[src/rtl/cache_arbiter_pkg.sv]
// cache_arbiter_pkg: shared state/grant types and widths for the cache port arbiter.
package cache_arbiter_pkg;
    typedef enum logic [1:0] {Idle, Access, Done} state_e;
    typedef enum logic {GrantI, GrantD} grant_e;
    localparam int TIMEOUT_COUNTER_BITWIDTH = 16;
endpackage

[src/rtl/cache_arbiter_arbiter_rr2.sv]
// arbiter_rr2: two-way round-robin arbiter; CACHE_ARBITER_DATA_PRIORITY_EN selects fixed D-first priority.
module arbiter_rr2
    import cache_arbiter_pkg::*;
(
    input  logic       clk,
    input  logic       rst_n,
    input  logic [1:0] req,
    input  logic       grant_valid,
    output logic [1:0] grant
);
`ifdef CACHE_ARBITER_DATA_PRIORITY_EN
    always_comb grant = req[1] ? 2'b10 : {1'b0, req[0]};
`else
    grant_e last_grant;
    always_comb grant = (&req) ? ((last_grant == GrantD) ? 2'b01 : 2'b10) : req;
    always_ff @(posedge clk) begin
        if (!rst_n) last_grant <= GrantD;
        else if (grant_valid && |grant) last_grant <= grant[1] ? GrantD : GrantI;
    end
`endif
endmodule

[src/rtl/cache_arbiter.sv]
// cache_arbiter: shares one cache port between instruction fetch and data access, with busy watchdog.
// Define CACHE_ARBITER_DATA_PRIORITY_EN for fixed data-first priority instead of round-robin.
module cache_arbiter
    import cache_arbiter_pkg::*;
#(
    parameter int BusyTimeoutCycles = 4096
) (
    input  logic        clk,
    input  logic        rst_n,
    input  logic        i_req,
    input  logic [31:0] i_address,
    output logic        i_ack,
    output logic [31:0] i_data,
    input  logic        d_req,
    input  logic [31:0] d_address,
    input  logic [3:0]  d_write_enable,
    input  logic [31:0] d_data_in,
    output logic        d_ack,
    output logic [31:0] d_data,
    output logic        cache_enable,
    output logic [31:0] cache_address,
    output logic [3:0]  cache_write_enable,
    output logic [31:0] cache_data_in,
    input  logic [31:0] cache_data_out,
    input  logic        cache_data_out_ready,
    input  logic        cache_busy,
    output logic        timeout
);
    localparam logic [TIMEOUT_COUNTER_BITWIDTH-1:0] Limit = TIMEOUT_COUNTER_BITWIDTH'(BusyTimeoutCycles);

    state_e state, state_n;
    grant_e grant_q;
    logic [1:0] grant;
    logic [31:0] addr_q, wdata_q, i_data_q, d_data_q;
    logic [3:0] we_q;
    logic [TIMEOUT_COUNTER_BITWIDTH-1:0] busy_cnt, busy_cnt_n;
    logic timeout_q, rd_done, wr_done;

    arbiter_rr2 u_arb (
        .clk         (clk),
        .rst_n       (rst_n),
        .req         ({d_req, i_req}),
        .grant_valid (state == Idle),
        .grant       (grant)
    );

    always_comb begin
        rd_done    = state == Access && !cache_busy && we_q == 4'b0 && cache_data_out_ready;
        wr_done    = state == Access && !cache_busy && we_q != 4'b0;
        busy_cnt_n = (&busy_cnt) ? busy_cnt : busy_cnt + 1'b1;
    end

    always_ff @(posedge clk) begin
        if (!rst_n) state <= Idle;
        else state <= state_n;
    end

    always_comb begin
        state_n = state;
        case (state)
            Idle:    state_n = (|grant) ? Access : Idle;
            Access:  state_n = (rd_done || wr_done) ? Done : Access;
            default: state_n = Idle;
        endcase
    end

    always_comb begin
        cache_enable       = state == Access;
        cache_address      = addr_q;
        cache_write_enable = we_q;
        cache_data_in      = wdata_q;
        i_ack              = state == Done && grant_q == GrantI;
        d_ack              = state == Done && grant_q == GrantD;
        i_data             = i_data_q;
        d_data             = d_data_q;
        timeout            = timeout_q;
    end

    // Request ports are only sampled in Idle; the cache sees registered values only.
    always_ff @(posedge clk) begin
        if (!rst_n) begin
            grant_q   <= GrantI;
            addr_q    <= '0;
            we_q      <= '0;
            wdata_q   <= '0;
            i_data_q  <= '0;
            d_data_q  <= '0;
            busy_cnt  <= '0;
            timeout_q <= 1'b0;
        end else begin
            if (state == Idle && |grant) begin
                grant_q <= grant[1] ? GrantD : GrantI;
                addr_q  <= grant[1] ? d_address : i_address;
                we_q    <= grant[1] ? d_write_enable : 4'b0;
                wdata_q <= grant[1] ? d_data_in : 32'b0;
            end
            if (state == Access && cache_busy) begin
                busy_cnt <= busy_cnt_n;
                if (busy_cnt_n >= Limit) timeout_q <= 1'b1;
            end
            if (state == Done) busy_cnt <= '0;
            if (rd_done && grant_q == GrantI) i_data_q <= cache_data_out;
            if (rd_done && grant_q == GrantD) d_data_q <= cache_data_out;
        end
    end
endmodule

[config.mk]
export PLATFORM = sky130hd
export DESIGN_NAME = cache_arbiter
export DESIGN_NICKNAME = d
export VERILOG_FILES = /design/src/rtl/cache_arbiter_pkg.sv /design/src/rtl/cache_arbiter_arbiter_rr2.sv /design/src/rtl/cache_arbiter.sv
export SDC_FILE = /design/constraint.sdc
export NUM_CORES = 1
export LEC_CHECK = 0
export BUFFER_PORTS_ARGS = -buffer_cell sky130_fd_sc_hd__buf_2
export CAP_MARGIN = 15
export CORE_ASPECT_RATIO = 0.5
export CORE_UTILIZATION = 51
export DETAILED_ROUTE_END_ITERATION = 10
export PLACE_DENSITY = 0.95
export SYNTH_ARGS = -nofsm -noshare
export SYNTH_HDL_FRONTEND = slang
export SYNTH_SLANG_ARGS = --single-unit
[constraint.sdc]
create_clock -name clk -period 3.8 [get_ports clk]
set_input_delay 0.19 -clock clk [delete_from_list [all_inputs] [get_ports clk]]
set_output_delay 0.19 -clock clk [all_outputs]
set_load 0.01 [all_outputs]
======== Yosys cells after proc, flatten, opt, wreduce, memory -nomap -nowiden ========
Index checks and enable logic that the tools add are counted.
cells by class
  reductions and logical operators ........ 20
  magnitude comparators ................... 1
  bitwise logic cells ..................... 2
  muxes and demuxes ....................... 10
  add/sub/neg operators ................... 1
  equality and inequality tests ........... 2
operators with widths
  operator                                               count
  two-way mux 32 bit                                     2
  adder 16 x 1 -> 16 bit, second input constant          1
  >= comparator 16 x 13 -> 1 bit, second input constant  1
  two-way mux 16 bit                                     1
  AND reduction 16 bit                                   1
  logical AND 1 bit                                      10
  two-way mux 2 bit                                      3
  logical NOT 4 bit                                      1
  two-way mux 4 bit                                      1
  case mux 2 bit (2 select lines)                        1
  AND reduction 2 bit                                    2
  nonzero test 4 bit                                     1
  OR reduction 2 bit                                     2
  == test 2 x 1 -> 1 bit, second input constant          1
  == test 2 bit, second input constant                   1
  logical NOT 2 bit                                      1
  two-way mux 1 bit                                      2
  inverter 1 bit                                         2
  logical NOT 1 bit                                      1
  logical OR 1 bit                                       1
word-level totals
  word-level logic and storage cells ...... 46
  bits of input ports ..................... 138
  register bits ........................... 153

======== Longest topological paths before layout ========
Gate-level depths: netlist (run 1).
  depth after elaboration ................. 7
  depth in mapped cells ................... 7
  gate-level depth less buffers ........... 6

======== By module ========
From an unflattened synthesis (run 1), not the netlist that was laid out.
second synthesis, totals
  cell total of the unflattened synthesis .. 661
  area total of the unflattened synthesis .. 6112.1 sq um
modules (own cells, without submodules)
  module         instances  area an instance (sq um)  cells an instance  sequential area each (sq um)
  cache_arbiter  1          6053.3                    654                3042.9
  arbiter_rr2    1          58.8                      7                  20.0

======== Worst setup path before layout (run 1) ========
Ideal clock, no wire load.
  kind .................................... register -> register
  from .................................... reg busy_cnt[4]
  to ...................................... reg busy_cnt[6]
  cell stages (with the launch flop) ...... 7
  arrival ................................. 1.624 ns
  path slack .............................. 2.048 ns
  required time ........................... 3.672 ns
  cells stage by stage .................... dfxtp_1 > nand4_4 > or4_4 > buf_6 > o2111ai_1 > xor2_1 > nor2_1
between the ends
  cells in the longest elaborated chain, start to end .. 2
RTL lines
  what                                                                   line                 source
  from (decl)                                                            cache_arbiter.sv:36  logic [TIMEOUT_COUNTER_BITWIDTH-1:0] busy_cnt, busy_cnt_n;
  from (signal assigned)                                                 cache_arbiter.sv:98  busy_cnt <= busy_cnt_n;
  adder 16 x 1 -> 16 bit / AND reduction 16 bit (equally long branches)  cache_arbiter.sv:50  busy_cnt_n = (&busy_cnt) ? busy_cnt : busy_cnt + 1'b1;
  two-way mux 16 bit *                                                   cache_arbiter.sv:50
Mark *: on every way between the ends. The rest lies on a longest branch, timed or not.
A chain may end at the register's enable or synchronous reset.

======== Worst setup path after layout (run 1) ========
  from .................................... reg we_q[3] (netlist: cache_write_enable[3])
  to ...................................... reg i_data_q[20] (netlist: i_data[20])
between the ends
  cells in the longest elaborated chain, start to end .. 4
RTL lines
  what                             line                  source
  from (decl)                      cache_arbiter.sv:35   logic [3:0] we_q;
  from (signal assigned)           cache_arbiter.sv:94   we_q <= grant[1] ? d_write_enable : 4'b0;
  logical NOT 4 bit                cache_arbiter.sv:48   rd_done = state == Access && !cache_busy && we_q == 4'b0 && cache_data_out_ready;
  logical AND 1 bit (2 in series)  cache_arbiter.sv:48
  logical AND 1 bit                cache_arbiter.sv:102  if (rd_done && grant_q == GrantI) i_data_q <= cache_data_out;
  to (signal assigned)             cache_arbiter.sv:102
  to (decl)                        cache_arbiter.sv:34   logic [31:0] addr_q, wdata_q, i_data_q, d_data_q;
No other way between the ends.

==> results of run 1 <==
==> layer usage <==
layer | up-vias | wire, um | track usage
met1 | 2746 | 6640 | 0.280
met3 | 47 | 992 | 0.0664
met4 | 0 | 503 | 0.120
met2 | 234 | 8500 | 0.466
li1 | 2835 | - | -
met5 | - | 0 | 0
==> worst min-delay path by stage <==
stage / end
after floorplan: d_data[10]
after global placement: timeout
after detailed placement: i_data[6]
after CTS: i_data[0]
after global routing: d_data[9]
final: i_data[2]
==> registers in the layout, summed over array words and instances (netlist names) <==
register and flops:
cache_write_enable 4, i_data 32, state 2, timeout 1
cache_data_in 32, d_data 32, grant_q 1, u_arb.last_grant 1
busy_cnt 16, cache_address 32
==> cell type report <==
| type | instances | share of cell area |
|---|---|---|
| inverter | 2 | 0.000904 |
| multi-input combinational | 475 | 0.357 |
| timing repair buffer | 281 | 0.172 |
| clock inverter | 11 | 0.0202 |
| clock buffer | 21 | 0.0555 |
| sequential | 153 | 0.369 |
| tap | 165 | 0.0249 |
==> cell usage in the layout (no fill, tap or decap), types with 3 or more instances in the layout <==
cell | synthesis | final
sky130_fd_sc_hd__buf_2 | 13 | 272
sky130_fd_sc_hd__nand2_1 | 172 | 172
sky130_fd_sc_hd__dfxtp_1 | 153 | 153
sky130_fd_sc_hd__nor2b_1 | 39 | 39
sky130_fd_sc_hd__a22oi_1 | 36 | 36
sky130_fd_sc_hd__mux2i_1 | 36 | 36
sky130_fd_sc_hd__a21boi_0 | 35 | 34
sky130_fd_sc_hd__o211a_1 | 32 | 32
sky130_fd_sc_hd__a21boi_1 | 30 | 30
sky130_fd_sc_hd__nor2_1 | 24 | 22
sky130_fd_sc_hd__clkbuf_16 | 0 | 17
sky130_fd_sc_hd__nand3_1 | 10 | 10
sky130_fd_sc_hd__buf_4 | 0 | 9
sky130_fd_sc_hd__xor2_1 | 7 | 7
sky130_fd_sc_hd__a21oi_1 | 6 | 6
sky130_fd_sc_hd__nand4_1 | 4 | 4
sky130_fd_sc_hd__bufinv_16 | 0 | 4
sky130_fd_sc_hd__nand2b_1 | 3 | 3
sky130_fd_sc_hd__nor2_2 | 1 | 3
sky130_fd_sc_hd__nor3_1 | 3 | 3
sky130_fd_sc_hd__xnor2_1 | 3 | 3
sky130_fd_sc_hd__o211ai_1 | 3 | 3
sky130_fd_sc_hd__clkinv_2 | 0 | 3
==> power groups by stage <==
stage               sequential (W)  combinational [W]  clock [W]
CTS                        0.00173           0.000488    0.00182
global route               0.00174           0.000526    0.00190
floorplan                  0.00180           0.000244          0
global placement           0.00176           0.000471          0
finish                     0.00173           0.000486    0.00180
detailed placement         0.00176           0.000485          0
==> critical path, cell delays in order (launching register included) <==
cell	delay, ns
sky130_fd_sc_hd__dfxtp_1	0.33
sky130_fd_sc_hd__nor4_1	0.54
sky130_fd_sc_hd__nand3_1	0.22
sky130_fd_sc_hd__nor2_2	0.57
sky130_fd_sc_hd__buf_4	0.34
sky130_fd_sc_hd__nand2_1	0.07
sky130_fd_sc_hd__a21boi_0	0.15
==> cells by family after synthesis <==
family | after synthesis | synth area share
AND/OR/NAND/NOR | 271 | 0.198
AO/OA/AOI/OAI | 155 | 0.198
flip-flops | 153 | 0.492
buffers and inverters | 52 | 0.0352
multiplexers | 38 | 0.0615
XOR/XNOR | 10 | 0.0141
adder cells (fa/ha/maj) | 1 | 0.00201
==> per-stage QoR <==
step | total power [W] | instances | utilization | hold slack [ns] | area, um2
detailed placement | 0.00225 | 1076 | 0.648 | 0.442 | 7670
CTS | 0.00404 | 1108 | 0.701 | 0.0157 | 8300
global route | 0.00417 | 1108 | 0.701 | 0.0207 | 8300
global placement | 0.00223 | 1076 | 0.648 | 0.436 | 7670
finish | 0.00401 | 1108 | 0.701 | 0.0302 | 8300
floorplan | 0.00204 | 680 | - | 0.325 | 6230
==> summary.md, run 1 <==
## Status
* **status** completed

## Die
* **# IOs** 274
* **Starting Density** 0.526
* **area of the core** 11,800 um2
* **Die Width** 158 um
* **Die Y** 80.1 um
* **Die Footprint** 12,700 um2
* **std cell rows** 28

## Detailed routing
* **DR vias** 5,862
* **number of design-rule violations left by the first detailed-router iteration** 456
* **DRC violations left** 0
* **number of iterations in the first detailed-routing pass** 5
* **average wire per cell in the routed design** 15.0 um
* **wire length reported by the detailed router** 16,600 um
* **ratio of routed vias to standard cells** 5.29
* **Antenna Violating Nets Remaining** 0

## Pwr
* **IR drop worst, VDD** 432 uV
* **switching power as a share of total power** 0.242
* **proportion of power drawn by the clock network** 0.448
* **internal power consumption** 0.00304 W
* **power per cell area** 484 nW/um2
* **switching pwr** 0.000972 W
* **sequential fraction of design power** 0.431
* **leakage power total** 3.95 nW
* **Gate power share** 0.121

## Layout
* **antenna diode count** 0
* **FF/Latch Area** 3060 um2
* **Final nets** 1,069
* **area of combinational cells with multiple inputs** 2970 um2
* **proportion of layout cells with a drive suffix above 1** 0.345
* **Fillers** 899
* **Area growth syn-to-layout** 33.3%

## Yosys
* **number of nets in the synthesized netlist** 819
* **unique cell type count in the Yosys netlist** 45
* **number of flops mapped to enable cells by yosys** 0
* **cell area after synthesis** 6230 um2
* **Yosys Warn Count** 0
* **FF+latch count, synth** 153
* **flip-flop cell with the highest count after synthesis** sky130_fd_sc_hd__dfxtp_1
* **cell with the most instances after synthesis** sky130_fd_sc_hd__nand2_1
* **cell taking the most area after synthesis** sky130_fd_sc_hd__dfxtp_1
* **sequential share of the synthesized area** 0.492
* **cell count after synthesis** 680
* **top-area cell type share of the netlist area** 0.492
* **proportion of synthesized flip-flops having asynchronous set or reset** 0
* **leading cell types by total area after synthesis** sky130_fd_sc_hd__dfxtp_1, sky130_fd_sc_hd__nand2_1, sky130_fd_sc_hd__mux2i_1, sky130_fd_sc_hd__o211a_1, sky130_fd_sc_hd__a22oi_1
* **average size of a mapped cell** 9.16 um2
* **commonest cells in the netlist** sky130_fd_sc_hd__nand2_1, sky130_fd_sc_hd__dfxtp_1, sky130_fd_sc_hd__nor2b_1

## STA
* **final clock skew** 0.0113 ns
* **worst setup slack after layout** 1.50 ns
* **post-layout min period** 2.30 ns
* **aggregate negative setup slack** 0 ns
* **Worst-Margin Slew** 1.09 ns
* **Final Hold Vio Count** 0
* **achievable frequency** 0.436 GHz
* **unrepaired setup endpoints after global routing** false
* **final cycle utilization of the critical path** 0.604
* **max-slew violations** 0
* **worst slew margin relative to its limit** 0.271
* **setup violation total in the final timing report** 0

## Critical path
* **Arrival @ worst endpoint** 2.63 ns
* **highest net fanout along the worst path** 17
* **startpoint of the worst-slack reg-to-reg timing path** cache_write_enable[3]
* **number of cell instances on the worst register-to-register path** 6
* **crit end category** flip-flop
* **origin of the worst setup path** cache_write_enable[3]
* **reg-to-reg endpoint** i_data[20]
* **worst setup slack for register-to-register paths** 1.50 ns
* **data required time at the worst endpoint** 4.13 ns
* **launching element type of the critical path** flip-flop
* **end point of the critical path** i_data[20]
* **type of the worst setup path** reg2reg

## Global route
* **antenna violations before repair** 0
* **global-route usage over all layers** 0.256
* **pin count of the biggest net entering global routing** 89
* **number of global-route vias before repair** 5,407
* **first-pass GRT wire length** 25,500 um
* **remaining global-route overflow** 0

## Clock tree
* **library cell used as clock root buffer** sky130_fd_sc_hd__clkbuf_16
* **Clock Latency Late Sink** 0.41 ns
* **post-cts resize count** 0
* **Post-CTS Setup Inserts** 0
* **cts hold-fix bufs** 0
* **number of clock sinks seen by CTS** 153
* **maximum number of buffers from clock root to sink** 2
* **H-Tree Depth** 4
* **TritonCTS clock tree** done
* **clock buffers created by TritonCTS** 17
* **CTS clock-pin slew for the worst setup and hold paths** 0.06 ns

## Placed design
* **DP HPWL** 11,400 um
* **number of port buffers** 273
* **routability congestion estimate from global placement** 0.877
* **post-place setup slack** 1.56 ns

## Run
* **Max Cap Viol** 0

## Hold path
* **HP Start** cache_data_out[2]
* **HP Class** in2reg
* **Worst Hold Path Cells** 3

No activity file was read; power rests on OpenSTA's default activity.
==> inputs of run 2 (changes only) <==
ABC_AREA = 1   (was not set)
CORE_UTILIZATION = 47   (was 51)
PLACE_DENSITY = 0.9   (was 0.95)
clock period = 2.25 ns   (was 3.8 ns; I/O delays follow)
==> run 2 against run 1 <==
  * First-iteration DRC count up 9.2%
  * Core utilization up 6.2 points
  * Highest routed layer unchanged
  * Register-to-register slack worse by 1.3 ns
  * Count of clock-buffer cells in the layout down 4
  * Non-clock buffer count up 114
  * Largest power group unchanged
  * Final cell count up 21%
  * Via count up 21%
  * Power up 78%
  * Combinational power up 130%
==> summary.md, run 2 <==
## Status
* **status** completed

## Yosys
* **cell area after synthesis** 6040 um2, -3.0%
* **leading cell types by total area after synthesis** sky130_fd_sc_hd__dfxtp_1, sky130_fd_sc_hd__a21oi_1, sky130_fd_sc_hd__nand2_1, sky130_fd_sc_hd__o21ai_0, sky130_fd_sc_hd__inv_1
* **flip-flop cell with the highest count after synthesis** sky130_fd_sc_hd__dfxtp_1
* **top-area cell type share of the netlist area** 0.507, +0.0151
* **sequential share of the synthesized area** 0.507, +0.0151
* **number of flops mapped to enable cells by yosys** 0, unchanged
* **cell count after synthesis** 798, +17%
* **cell with the most instances after synthesis** sky130_fd_sc_hd__dfxtp_1
* **average size of a mapped cell** 7.57 um2, -17%
* **number of nets in the synthesized netlist** 937, +14%
* **unique cell type count in the Yosys netlist** 28, -38%
* **Yosys Warn Count** 0, unchanged
* **FF+latch count, synth** 153, unchanged
* **commonest cells in the netlist** sky130_fd_sc_hd__dfxtp_1, sky130_fd_sc_hd__nand2_1, sky130_fd_sc_hd__a21oi_1, sky130_fd_sc_hd__inv_1, sky130_fd_sc_hd__o21ai_0
* **proportion of synthesized flip-flops having asynchronous set or reset** 0, unchanged
* **cell taking the most area after synthesis** sky130_fd_sc_hd__dfxtp_1

## Critical path
* **type of the worst setup path** reg2reg
* **Arrival @ worst endpoint** 2.43 ns, -0.20 ns
* **most prevalent standard cell on the critical path** sky130_fd_sc_hd__nand2_1
* **cell family with the largest share of critical-path delay** buffers and inverters
* **highest net fanout along the worst path** 38, +21
* **crit end category** flip-flop
* **critical path, cell by cell** nand2_1, nand2_1, inv_4, buf_12, nand2_1, a31oi_1, dlygate4sd3_1
* **Slowest Stage Delay on Critical Path** 0.61 ns, +0.04 ns
* **cell with the largest stage delay on the worst path** sky130_fd_sc_hd__dlygate4sd3_1
* **data required time at the worst endpoint** 2.60 ns, -1.53 ns
* **worst setup slack for register-to-register paths** 0.17 ns, -1.34 ns
* **number of buffer and inverter instances along the worst setup path** 3, +2
* **launching element type of the critical path** flip-flop

## Clock tree
* **maximum number of buffers from clock root to sink** 2, unchanged
* **number of clock sinks seen by CTS** 153, unchanged
* **library cell used as clock root buffer** sky130_fd_sc_hd__clkbuf_16
* **CTS clock-pin slew for the worst setup and hold paths** 0.07 ns, about the same
* **Clock Latency Late Sink** 0.41 ns, about the same
* **TritonCTS clock tree** done
* **H-Tree Depth** 4, unchanged
* **clock buffers created by TritonCTS** 17, unchanged

## Die
* **area of the core** 12,200 um2, +2.7%
* **Starting Density** 0.497, -0.0289
* **Die Width** 162 um, +2.6%
* **Die Footprint** 13,300 um2, +5.2%
* **Die Y** 82.2 um, +2.5%
* **std cell rows** 28, unchanged
* **# IOs** 274, unchanged

## Layout
* **antenna diode count** 0, unchanged
* **area of combinational cells with multiple inputs** 2410 um2, -19%
* **most used cells in the layout excluding fill and tap cells** sky130_fd_sc_hd__buf_2, sky130_fd_sc_hd__dfxtp_1, sky130_fd_sc_hd__nand2_1
* **proportion of layout cells with a drive suffix above 1** 0.288, -0.0562
* **most frequent standard cell in the layout excluding fill and tap cells** sky130_fd_sc_hd__buf_2
* **Final nets** 1,298, +21%
* **non-filler cells in the finished layout** 1,337, +21%
* **Area growth syn-to-layout** 53.6%
* **Fillers** 811, -9.8%
* **FF/Latch Area** 3060 um2, unchanged
* **total non-filler cell area in the finished layout** 9280 um2, +12%

## STA
* **unrepaired setup endpoints after global routing** false
* **final clock skew** 0.0138 ns, +0.00248 ns
* **post-layout min period** 2.08 ns, -0.214 ns
* **setup violation total in the final timing report** 0, unchanged
* **achievable frequency** 0.480 GHz, +10%
* **worst setup slack after layout** 0.168 ns, -1.34 ns
* **final cycle utilization of the critical path** 0.925, +0.321
* **Final Hold Vio Count** 0, unchanged
* **aggregate negative setup slack** 0 ns, unchanged
* **max-slew violations** 0, unchanged
* **worst slew margin relative to its limit** 0.646, +0.375
* **Worst-Margin Slew** 0.531 ns, -0.562 ns

## Hold path
* **HP Class** in2reg

## Placed design
* **routability congestion estimate from global placement** 0.834, -4.9%
* **number of port buffers** 273, unchanged
* **Placed Instance Area** 7540 um2, -1.8%
* **DP HPWL** 11,900 um, +4.1%
* **number of placed instances with taps included** 1,194, +11%
* **post-place setup slack** 0.326 ns, -1.23 ns

## Detailed routing
* **average wire per cell in the routed design** 15.8 um, +5.0%
* **met1 wire length** 7870 um, +19%
* **ratio of routed vias to standard cells** 5.32, +0.64%
* **wire length reported by the detailed router** 21,100 um, +27%
* **number of design-rule violations left by the first detailed-router iteration** 498, +9.2%
* **detailed route wirelength on metal3** 1350 um, +36%
* **DRC violations left** 0, unchanged
* **DR vias** 7,119, +21%
* **highest metal layer used by the detailed router** met4
* **Antenna Violating Nets Remaining** 0, unchanged
* **routed length on met2** 10,600 um, +25%
* **number of iterations in the first detailed-routing pass** 6, +1

## Pwr
* **leakage power total** 4.24 nW, +7.3%
* **proportion of power drawn by the clock network** 0.428, -0.020
* **sequential fraction of design power** 0.415, -0.016
* **power per cell area** 770 nW/um2, +59%
* **IR drop worst, VDD** 698 uV, +61%
* **internal power consumption** 0.00518 W, +70%
* **switching pwr** 0.00196 W, +100%
* **Gate power share** 0.158, +0.037
* **switching power as a share of total power** 0.275, +0.0328

## Global route
* **first-pass GRT wire length** 32,200 um, +26%
* **number of global-route vias before repair** 6,836, +26%
* **global-route usage over all layers** 0.303, +0.0474
* **antenna violations before repair** 0, unchanged
* **remaining global-route overflow** 0, unchanged
* **pin count of the biggest net entering global routing** 66, -26%

## Run
* **Max Cap Viol** 0, unchanged

==> run 2: path summary, 6_finish.rpt <==
kind                           start                 to  depth (start not counted)
setup / recovery    u_arb.last_grant  cache_address[19]                          7
setup reg to reg    u_arb.last_grant  cache_address[19]                          7
hold reg to reg            i_data[8]          i_data[8]                          2
hold / removal    cache_data_out[25]         i_data[25]                          3
==> run 2: worst min-delay path: stages <==
cell	delay (ns)
sky130_fd_sc_hd__buf_2	0.09
sky130_fd_sc_hd__o21ai_1	0.06
sky130_fd_sc_hd__a21oi_1	0.12
==> run 2: repair_timing <==
item | 4_1_cts | 5_1_grt
resized for setup | 0 | 2
hold endpoints to repair | 82 | 0
hold buffers | 111 | 0
setup endpoints to repair | 0 | 3
setup buffers | 0 | 0
==> run 2: power by group through the flow <==
stage | clock, W | sequential, W | combinational, W
6_report | 0.00305 | 0.00296 | 0.00113
5_1_grt | 0.00320 | 0.00298 | 0.00122
4_1_cts | 0.00307 | 0.00295 | 0.00107
3_5_place_dp | 0 | 0.00301 | 0.000864
3_3_place_gp | 0 | 0.00300 | 0.000840
2_1_floorplan | 0 | 0.00307 | 0.000414
==> run 2: cell families (layout without fill, tap and decap cells) <==
kind of cell | Yosys count | count (layout) | share of synthesized area
compound gates | 247 | 247 | 0.212
simple gates | 243 | 243 | 0.175
flops | 153 | 153 | 0.507
buf+inv | 148 | 522 | 0.0948
xor+xnor | 6 | 6 | 0.00870
fa+ha+maj | 1 | 1 | 0.00207
==> run 2: layer usage <==
metal  vias to the layer above  track usage
li1                       3353            -
met1                      3252        0.327
met2                       385        0.541
met3                       129       0.0774
met4                         0        0.208
met5                         -            0
==> run 2: stage by stage <==
step	total power [W]	util	hold WS [ns]
final	0.00714	0.763	0.00841
after global routing	0.00740	0.763	0.0127
after CTS	0.00709	0.763	0.00118
after detailed placement	0.00387	0.620	0.387
after global placement	0.00384	0.620	0.378
after floorplan	0.00348	-	0.273
==> run 2: final cells by class <==
| cell class | instances | share of cell area |
|---|---|---|
| clock buffers | 17 | 0.0458 |
| flip-flops and latches | 153 | 0.330 |
| repair buffers | 395 | 0.281 |
| multi-input cells | 497 | 0.260 |
| well taps | 165 | 0.0222 |
| clock inverters | 15 | 0.0220 |
| inverters | 95 | 0.0387 |
==> inputs of run 3 (changes only) <==
PLACE_DENSITY = not set   (was 0.9)
PLACE_DENSITY_LB_ADDON = 0.3   (was not set)
SYNTH_HIERARCHICAL = 1   (was not set)
==> run 3 against run 2 <==
  * Sequential share of layout area grew 0.41 points
  * Via count shrank 5.7%
  * Setup slack gained 0.34 ns
  * Combinational power is essentially flat
  * Clock power shrank 5%
  * Wire length shrank 12%
  * Synthesized area grew 2.2%
  * Register-to-register slack gained 0.34 ns
  * Design area shrank 1.2%
  * Sequential power is essentially flat
  * Fmax grew 20%
  * Largest cell class unchanged
  * Highest routed layer unchanged
==> summary.md, run 3 <==
## STA
* **final clock skew** 0.0128 ns, -0.000970 ns
* **max-slew violations** 0, unchanged
* **worst slew margin relative to its limit** 0.575, -0.0708
* **aggregate negative setup slack** 0 ns, unchanged
* **setup violation total in the final timing report** 0, unchanged
* **unrepaired setup endpoints after global routing** false
* **Worst-Margin Slew** 0.637 ns, +0.106 ns
* **post-layout min period** 1.74 ns, -0.343 ns
* **Final Hold Vio Count** 0, unchanged
* **achievable frequency** 0.575 GHz, +20%
* **final cycle utilization of the critical path** 0.773, -0.152
* **Worst Hold Slack** 0.000839 ns, -0.00757 ns

## Clock tree
* **library cell used as clock root buffer** sky130_fd_sc_hd__clkbuf_16
* **H-Tree Depth** 4, unchanged
* **number of clock sinks seen by CTS** 153, unchanged
* **CTS clock-pin slew for the worst setup and hold paths** 0.07 ns, about the same
* **TritonCTS clock tree** done
* **post-cts resize count** 0, unchanged
* **clock buffers created by TritonCTS** 17, unchanged
* **maximum number of buffers from clock root to sink** 2, unchanged
* **Clock Latency Late Sink** 0.41 ns, about the same

## Critical path
* **type of the worst setup path** reg2reg
* **highest net fanout along the worst path** 52, +37%
* **Slowest Stage Delay on Critical Path** 0.36 ns, -0.25 ns
* **worst setup slack for register-to-register paths** 0.51 ns, +0.34 ns
* **critical path, cell by cell** inv_2, nor2_2, nand2_1, nor2_1, nand3_2, buf_12, o21ai_0, a21oi_1
* **Arrival @ worst endpoint** 2.03 ns, -0.40 ns
* **crit end category** flip-flop
* **data required time at the worst endpoint** 2.54 ns, -0.06 ns
* **cell with the largest stage delay on the worst path** sky130_fd_sc_hd__dfxtp_1
* **launching element type of the critical path** flip-flop

## Hold path
* **HP Class** in2reg

## Yosys
* **cell count after synthesis** 828, +3.8%
* **proportion of synthesized flip-flops having asynchronous set or reset** 0, unchanged
* **cell area after synthesis** 6170 um2, +2.2%
* **number of nets in the synthesized netlist** 967, +3.2%
* **flip-flop cell with the highest count after synthesis** sky130_fd_sc_hd__dfxtp_1
* **area share of and/or/nand/nor cells after synthesis** 0.148, -0.0274
* **number of flops mapped to enable cells by yosys** 0, unchanged
* **XOR/XNOR Fraction of Synth Area** 0.00993, +0.00124
* **leading cell types by total area after synthesis** sky130_fd_sc_hd__dfxtp_1, sky130_fd_sc_hd__a21oi_1, sky130_fd_sc_hd__o21ai_1, sky130_fd_sc_hd__inv_1, sky130_fd_sc_hd__nand2_1
* **proportion of synthesized area in mux cells** 0, unchanged
* **cell taking the most area after synthesis** sky130_fd_sc_hd__dfxtp_1
* **top-area cell type share of the netlist area** 0.496, -0.0107
* **FF+latch count, synth** 153, unchanged
* **combinational family with the most area after synthesis** compound AO/OA/AOI/OAI gates
* **commonest cells in the netlist** sky130_fd_sc_hd__a21oi_1, sky130_fd_sc_hd__dfxtp_1, sky130_fd_sc_hd__inv_1, sky130_fd_sc_hd__o21ai_1, sky130_fd_sc_hd__nand2_1
* **Synth Area in Adders** 0.00203, -0.0000437
* **cell with the most instances after synthesis** sky130_fd_sc_hd__a21oi_1
* **average size of a mapped cell** 7.45 um2, -1.5%
* **Synth Area in Compound Gates** 0.232, +0.0194
* **Yosys Warn Count** 6, +6
* **unique cell type count in the Yosys netlist** 27, -3.6%
* **sequential share of the synthesized area** 0.496, -0.0107

## Global route
* **antenna violations before repair** 0, unchanged
* **most utilized layer in the global route result** met2
* **pin count of the biggest net entering global routing** 85, +29%
* **number of global-route vias before repair** 6,469, -5.4%
* **global-route usage over all layers** 0.270, -0.0332
* **met3 global-route usage** 0.0654, -0.0120
* **remaining global-route overflow** 0, unchanged
* **first-pass GRT wire length** 29,700 um, -7.8%
* **met2 usage in global routing** 0.463, -0.0780
* **met1 layer usage reported by global route** 0.305, -0.0217

## Layout
* **non-filler cells in the finished layout** 1,350, +0.97%
* **most used cells in the layout excluding fill and tap cells** sky130_fd_sc_hd__buf_2, sky130_fd_sc_hd__a21oi_1, sky130_fd_sc_hd__dfxtp_1
* **Fillers** 991, +22%
* **most frequent standard cell in the layout excluding fill and tap cells** sky130_fd_sc_hd__buf_2
* **Area growth syn-to-layout** 48.5%
* **antenna diode count** 0, unchanged
* **proportion of layout cells with a drive suffix above 1** 0.284, -0.00450
* **total non-filler cell area in the finished layout** 9170 um2, -1.2%
* **Final nets** 1,306, +0.62%

## Detailed routing
* **DR vias** 6,715, -5.7%
* **number of design-rule violations left by the first detailed-router iteration** 452, -9.2%
* **wire length reported by the detailed router** 18,500 um, -12%
* **average wire per cell in the routed design** 13.7 um, -13%
* **number of iterations in the first detailed-routing pass** 5, -1
* **Antenna Violating Nets Remaining** 0, unchanged
* **DRC violations left** 0, unchanged
* **ratio of routed vias to standard cells** 4.97, -6.6%

## Die
* **Starting Density** 0.485, -0.0124
* **std cell rows** 29, +3.6%
* **Die Width** 164 um, +1.1%
* **# IOs** 274, unchanged
* **Die Y** 83.0 um, +1.0%
* **area of the core** 12,700 um2, +4.8%
* **Die Footprint** 13,600 um2, +2.1%

## Placed design
* **routability congestion estimate from global placement** 0.917, +9.9%
* **number of port buffers** 273, unchanged
* **Placed Instance Area** 7650 um2, +1.5%
* **DP HPWL** 11,400 um, -4.5%
* **number of placed instances with taps included** 1,227, +2.8%

## Pwr
* **IR drop worst, VDD** 490 uV, -30%
* **power consumption** 0.00698 W, -2.2%
* **leakage power total** 4.24 nW, about the same
* **power per cell area** 762 nW/um2, -0.99%

## Status
* **status** completed

## Run
* **Max Cap Viol** 0, unchanged

-- run 3: changes by cell type after synthesis, sizes merged, moves of 3 or more --
cell / delta
inv: +30
nand4: +3
nor2: +31
buf: +11
nand2: -63
clkbuf: -11
o21bai: +3
xor2: +3
nand3: -3
a21oi: +63
a31oi: -32
-- run 3: worst paths after layout --
kind                startpoint               end  cells after the start
setup / recovery      state[0]         d_data[0]                      8
hold / removal    d_address[1]  cache_address[1]                      3
setup reg to reg      state[0]         d_data[0]                      8
hold reg to reg     i_data[22]        i_data[22]                      2
-- run 3: where the power goes --
part	total [W]	internal [W]	switching, W
Combinational	0.00111	0.000484	0.000629
Sequential	0.00298	0.00288	0.0000960
Clock	0.00289	0.00160	0.00130
Total	0.00698	0.00496	0.00202
-- run 3: stage by stage --
stage	setup slack, ns	utilization
floorplan	0.684	-
global placement	0.625	0.601
detailed placement	0.533	0.601
CTS	0.506	0.720
global route	0.335	0.720
finish	0.511	0.720
-- run 3: worst max-delay path: cells and delay by family, from the launching register on --
kind | cells | cell delay (ns)
compound gates | 2 | 0.22
buf+inv | 2 | 0.32
flops | 1 | 0.36
simple gates | 4 | 0.70
-- run 3: per-layer routing --
metal,part of all wire,wire (um),vias up
li1,-,-,3395
met1,0.41,7560,3000
met2,0.49,9080,248
met3,0.056,1040,72
met4,0.043,785,0
met5,0,0,-
-- run 3: repair_timing --
action | CTS | global route
setup buffers | 0 | 0
hold buffers | 91 | 0
setup endpoints to repair | 0 | 0
hold endpoints to repair | 104 | 0
-- run 3: area by class of cell --
| type | instances | area, um2 | share of cell area |
|---|---|---|---|
| Clock buffer | 17 | 425 | 0.0464 |
| Multi-Input combinational cell | 497 | 2430 | 0.266 |
| Timing Repair Buffer | 373 | 2380 | 0.260 |
| Sequential cell | 153 | 3060 | 0.334 |
| Clock inverter | 15 | 179 | 0.0195 |
| Inverter | 125 | 469 | 0.0512 |
| Tap cell | 170 | 213 | 0.0232 |
-- run 3: cell families (layout without fill, tap and decap cells) --
group | after synthesis | in the layout
xor gates and xnor gates | 7 | 7
buffers and inverters | 178 | 530
adders and majority gates | 1 | 1
DFF | 153 | 153
and+or+nand+nor | 207 | 207
AOI/OAI and AO/OA | 282 | 282
